## config.mk

```make
export PLATFORM = sky130hd
export DESIGN_NAME = freq_meter_bcd
export DESIGN_NICKNAME = d
export VERILOG_FILES = /design/src/rtl/freq_meter_bcd.sv
export SDC_FILE = /design/constraint.sdc
export NUM_CORES = 1
export LEC_CHECK = 0
export ABC_AREA = 1
export BUFFER_PORTS_ARGS = -buffer_cell sky130_fd_sc_hd__clkbuf_2
export CAP_MARGIN = 25
export CORE_MARGIN = 4
export CORE_UTILIZATION = 36
export DETAILED_ROUTE_END_ITERATION = 7
export PLACE_DENSITY = 0.55
export REMOVE_ABC_BUFFERS = 1
export SYNTH_ARGS = -nofsm -noshare
export SYNTH_HDL_FRONTEND = slang
export SYNTH_SLANG_ARGS = --single-unit
```

## constraint.sdc

```tcl
create_clock -name clk -period 1.6 [get_ports clk]
set_input_delay 0.24 -clock clk [delete_from_list [all_inputs] [get_ports clk]]
set_output_delay 0.24 -clock clk [all_outputs]
set_load 0.05 [all_outputs]
```

## src/rtl/freq_meter_bcd.sv

```systemverilog
// Gated frequency meter: counts synchronised rising edges of fin over a gate of
// 1/10/100-fraction of GATE_MAX ce ticks and latches the count as packed BCD.
module freq_meter_bcd #(
  parameter int DIGITS      = 4,
  parameter int GATE_MAX    = 1000,
  parameter int SYNC_STAGES = 2
) (
  input  logic                  clk,
  input  logic                  rst_n,
  input  logic                  ce,
  input  logic                  fin,
  input  logic                  auto,
  input  logic [1:0]            range_in,
  input  logic                  hold,
  output logic [4*DIGITS-1:0]   bcd_out,
  output logic [1:0]            range_out,
  output logic                  ovf,
  output logic                  valid,
  output logic [1:0]            state_dbg
);

  localparam int W  = 4 * DIGITS;
  localparam int GW = $clog2(GATE_MAX + 1);
  localparam logic [GW-1:0] LAST0 = GW'(GATE_MAX - 1);
  localparam logic [GW-1:0] LAST1 = GW'(GATE_MAX / 10 - 1);
  localparam logic [GW-1:0] LAST2 = GW'(GATE_MAX / 100 - 1);

  typedef enum logic [1:0] {S_IDLE = 2'd0, S_GATE = 2'd1, S_LATCH = 2'd2} state_t;

  // valid is a single-cycle strobe with no back-pressure: bcd_out, range_out and
  // ovf change only in the cycle valid is high and must be taken then.

  state_t                 state_q, state_d;
  logic [SYNC_STAGES-1:0] sync_q, sync_d;
  logic                   prev_q, prev_d;
  logic                   edge_q, edge_d;
  logic [W-1:0]           cnt_q, cnt_d;
  logic                   ovf_flag_q, ovf_flag_d;
  logic [GW-1:0]          gate_cnt_q, gate_cnt_d;
  logic [1:0]             act_range_q, act_range_d;
  logic [1:0]             auto_range_q, auto_range_d;
  logic [W-1:0]           bcd_q, bcd_d;
  logic [1:0]             range_out_q, range_out_d;
  logic                   ovf_q, ovf_d;
  logic                   valid_q, valid_d;

  logic [W-1:0]           cnt_inc;
  logic                   all_nines;
  logic                   carry;
  logic [GW-1:0]          gate_last;
  logic [1:0]             range_sel;

  // Ripple the +1 through the digits in one cycle.
  always_comb begin
    cnt_inc   = cnt_q;
    carry     = 1'b1;
    all_nines = 1'b1;
    for (int i = 0; i < DIGITS; i++) begin
      if (cnt_q[4*i +: 4] != 4'd9) all_nines = 1'b0;
      if (carry) begin
        if (cnt_q[4*i +: 4] == 4'd9) begin
          cnt_inc[4*i +: 4] = 4'd0;
        end else begin
          cnt_inc[4*i +: 4] = cnt_q[4*i +: 4] + 4'd1;
          carry             = 1'b0;
        end
      end
    end
  end

  always_comb begin
    case (act_range_q)
      2'd0:    gate_last = LAST0;
      2'd1:    gate_last = LAST1;
      default: gate_last = LAST2;
    endcase
    range_sel = (range_in == 2'd3) ? 2'd2 : range_in;
  end

  always_comb begin
    state_d      = state_q;
    sync_d       = {sync_q[SYNC_STAGES-2:0], fin};
    prev_d       = sync_q[SYNC_STAGES-1];
    edge_d       = sync_q[SYNC_STAGES-1] & ~prev_q;
    cnt_d        = cnt_q;
    ovf_flag_d   = ovf_flag_q;
    gate_cnt_d   = gate_cnt_q;
    act_range_d  = act_range_q;
    auto_range_d = auto_range_q;
    bcd_d        = bcd_q;
    range_out_d  = range_out_q;
    ovf_d        = ovf_q;
    valid_d      = 1'b0;
    case (state_q)
      S_IDLE: begin
        if (ce) begin
          cnt_d       = '0;
          ovf_flag_d  = 1'b0;
          gate_cnt_d  = '0;
          act_range_d = auto ? auto_range_q : range_sel;
          state_d     = S_GATE;
        end
      end
      S_GATE: begin
        if (edge_q) begin
          if (all_nines) ovf_flag_d = 1'b1;
          else           cnt_d      = cnt_inc;
        end
        if (ce) begin
          if (gate_cnt_q == gate_last) state_d    = S_LATCH;
          else                         gate_cnt_d = gate_cnt_q + GW'(1);
        end
      end
      S_LATCH: begin
        if (!hold) begin
          bcd_d       = cnt_q;
          ovf_d       = ovf_flag_q;
          range_out_d = act_range_q;
          valid_d     = 1'b1;
        end
        // Range adaptation runs even while the display is held.
        if (!auto)                                         auto_range_d = act_range_q;
        else if (ovf_flag_q && act_range_q < 2'd2)         auto_range_d = act_range_q + 2'd1;
        else if (cnt_q[W-1 -: 4] == 4'd0 && act_range_q != 2'd0) auto_range_d = act_range_q - 2'd1;
        else                                               auto_range_d = act_range_q;
        state_d = S_IDLE;
      end
      default: state_d = S_IDLE;
    endcase
  end

  always_ff @(posedge clk or negedge rst_n) begin
    if (!rst_n) begin
      state_q      <= S_IDLE;
      sync_q       <= '0;
      prev_q       <= 1'b0;
      edge_q       <= 1'b0;
      cnt_q        <= '0;
      ovf_flag_q   <= 1'b0;
      gate_cnt_q   <= '0;
      act_range_q  <= 2'd0;
      auto_range_q <= 2'd0;
      bcd_q        <= '0;
      range_out_q  <= 2'd0;
      ovf_q        <= 1'b0;
      valid_q      <= 1'b0;
    end else begin
      state_q      <= state_d;
      sync_q       <= sync_d;
      prev_q       <= prev_d;
      edge_q       <= edge_d;
      cnt_q        <= cnt_d;
      ovf_flag_q   <= ovf_flag_d;
      gate_cnt_q   <= gate_cnt_d;
      act_range_q  <= act_range_d;
      auto_range_q <= auto_range_d;
      bcd_q        <= bcd_d;
      range_out_q  <= range_out_d;
      ovf_q        <= ovf_d;
      valid_q      <= valid_d;
    end
  end

  assign bcd_out   = bcd_q;
  assign range_out = range_out_q;
  assign ovf       = ovf_q;
  assign valid     = valid_q;
  assign state_dbg = state_q;

endmodule

```

==> results.yml <==
timing:
  timing.final.crit_share_pct: 92.8
  finClkSkew_ps: 8.26
  final_hold_viol_count: 0
  holdWs_ps: 60.5
  slew_violations: 0
  tightest_slew_ps: 308
  fin_ws_ps: 115
  layout_min_cycle_time_ps: 1480
  max_freq_mhz: 673
  finalSetupViolCount: 0
  slew_headroom_pct: 79.5
logic_synthesis:
  synth_edf_count: 0
  synth_cells: 391
  yosysTopAreaCell: "dfrtp_1"
  synth-seq-cells: 57
  ys_seq_area_share_pct: 47.0
  synth_cell_types: 27
  synth_area_leaders: "dfrtp_1 (47%), nand2_1 (14%), nand3_1 (5.4%)"
  yosys_warnings: 0
  ys.flop_type: "dfrtp_1"
  syn_avg_cell_area_um2: 7.75
  syn-cell-area_mm2: 0.00303
  synth_top_area_share_pct: 47.0
  synthArstFlopShare_pct: 100
drt:
  via_count: 2706
  ant_nets: 0
  wl_per_cell_um: 11.7
  drt_wl_total_um: 6630
  drc: 0
  viasPerCell: 4.78
  drt_iter0_drc: 78
  dr.pass1.iters: 4
layout:
  multi_input_area_mm2: 0.00150
  fin_area_mm2: 0.00390
  n_antenna_cell: 0
  seqCellArea_mm2: 0.00143
  fill_cells: 813
  drive_gt1_share_pct: 24.1
  syn_to_final_growth_pct: 28.6
  finish.net_count: 475
placed_design:
  placed_area_mm2: 0.00349
  dp_slack_ps: 41.6
  dpl.hpwl_um: 4720
  io_buffers: 29
  place.gp.congestion: 0.811
worst_hold_path:
  whs_endpoint: "valid"
  hold_path.class: "in -> reg"
  hold_depth: 2
  hold_start: "hold"
cts:
  htreeDepth: 3
  cts-buffers-inserted: 9
  clk_path_buf_depth: 2
  cts_tree: "done"
  clock_sinks: 57
  clockRootBuffer: "clkbuf_8"
  clk_latency_ps: 340
  clkTransAtPathRegs_ps: 70
worst_setup_path:
  cp.arrival_ps: 1710
  reg2reg_depth: 9
  cp-start-kind: "flip-flop"
  r2r_setup_slack_ps: 120
  endpoint_kind: "flip-flop"
  r2r_end: "gate_cnt_q[7]"
  critPathRequiredTime_ps: 1830
  criticalPathCategory: "reg -> reg"
  worst-path-max-fanout: 8
  worstReg2RegStart: "act_range_q[1]"
global_route:
  grt_pass1_wl_um: 11800
  track_usage_pct: 14.6
  grt_max_degree: 58
  grt_overflow_total: 0
  grt_pass1_vias: 2553
  antenna_found_initial: 0
floorplan:
  die_w_um: 99.8
  coreArea_mm2: 0.00822
  io_pins: 30
  fp.dieH_um: 99.8
  placementRows: 33
  dieArea_mm2: 0.00995
  start_util_pct: 36.9
outcome:
  status: "finished clean"
power_and_ir_drop:
  power.leakage_uw: 0.00195
  power_density_mw_per_mm2: 1300
  vdd_drop_max_mv: 0.447
flow_run:
  cap_viol_max_count: 0
through the flow:
| step | setup TNS [ps] | utilization (%) | instances | total power (µW) |
|---|---|---|---|---|
| floorplan | -2700 | - | 383 | 2860 |
| global placement | 0 | 42.4 | 544 | 3350 |
| detailed placement | 0 | 42.4 | 544 | 3370 |
| CTS | 0 | 45.5 | 562 | 4930 |
| global route | -5.75 | 47.4 | 566 | 5500 |
| finish | 0 | 47.4 | 566 | 5080 |
report_power, final:
| group | switching (µW) | internal [µW] | total, µW | leakage, µW |
|---|---|---|---|---|
| Combinational | 990 | 697 | 1690 | 0.00114 |
| Clock | 605 | 920 | 1530 | 0.000105 |
| Sequential | 207 | 1660 | 1870 | 0.000708 |
| Total | 1800 | 3280 | 5080 | 0.00195 |
timing repair:
item	4_1_cts	5_1_grt
gates resized for setup	0	30
hold buffers	2	0
endpoints found under the hold margin	58	0
buffers inserted	0	4
setup endpoints to repair	0	28
flip-flops by register name, indices dropped and copies added (netlist names):
| signal | flops |
|---|---|
| range_out | 2 |
| cnt_q | 16 |
| auto_range_q | 2 |
| gate_cnt_q | 10 |
| ovf | 1 |
| bcd_out | 16 |
| prev_q | 1 |
| sync_q | 2 |
| ovf_flag_q | 1 |
| edge_q | 1 |
| act_range_q | 2 |
| state_dbg | 2 |
| valid | 1 |
cell usage after synthesis, types with 3 or more instances:
library cell,count
a21oi_1,5
buf_2,4
dfrtp_1,57
ha_1,11
inv_1,41
inv_2,5
nand2_1,112
nand2_2,3
nand3_1,33
nand4_1,19
nor2_1,41
o21ai_0,13
o21ai_1,23
or2_2,3
critical path, cell delays in order (launching register included):
cell and delay, ps:
dfrtp_1 360, inv_2 80, ha_1 190, nor2_2 130, nand3_1 100, nand2_2 100, nand4_4 120, buf_6 160
nand3_1 80, nand2_1 50
layout by cell type, fill, tap and decap left out, drive strengths merged:
| cell type | n |
|---|---|
| clkinvlp | 3 |
| o2111ai | 1 |
| nand2 | 115 |
| bufinv | 2 |
| nand4 | 20 |
| nor3 | 2 |
| o211ai | 1 |
| clkbuf | 39 |
| nor2 | 44 |
| or2 | 3 |
| ha | 11 |
| dfrtp | 57 |
| a21oi | 5 |
| o21bai | 2 |
| xor2 | 2 |
| xnor2 | 2 |
| clkinv | 1 |
| a31oi | 1 |
| nand3 | 35 |
| buf | 31 |
| dlygate4sd3 | 2 |
| inv | 46 |
| o21ai | 36 |
layer usage:
metal	GRT usage [%]	part of all wire (%)	vias to the layer above
li1	-	-	1402
met1	20.3	50	1249
met2	21.5	45	44
met3	3.30	3.3	11
met4	6.62	2.3	0
met5	0	0	-
layout make-up:
| cell class | instances | area share [%] |
|---|---|---|
| Sequential cell | 57 | 36.6 |
| Multi-Input combinational cell | 280 | 38.4 |
| Clock buffer | 10 | 3.53 |
| Timing Repair Buffer | 62 | 11.3 |
| Inverter | 46 | 4.43 |
| Clock inverter | 6 | 2.34 |
| Tap cell | 105 | 3.37 |
cells by family (layout without fill, tap and decap cells):
group,after synthesis,in the layout,share of synthesized area (%)
buf+inv,54,124,7.35
simple gates,219,219,31.9
fa+ha+maj,11,11,4.54
flops,57,57,47.0
xor+xnor,4,4,1.16
compound gates,46,46,8.01
worst max path at each step:
| stage | from | cells after the start | end | slack, ps |
|---|---|---|---|---|
| after CTS | act_range_q[0] | 9 | gate_cnt_q[8] | 20 |
| final | act_range_q[1] | 9 | gate_cnt_q[7] | 120 |
| after detailed placement | act_range_q[0] | 9 | gate_cnt_q[7] | 40 |
| after floorplan | state_dbg[0] | 5 | cnt_q[9] | -190 |
| after global routing | cnt_q[1] | 9 | cnt_q[15] | -6 |
| after global placement | state_dbg[0] | 7 | cnt_q[15] | 100 |
Note: power is estimated with default switching activity, not from simulation.
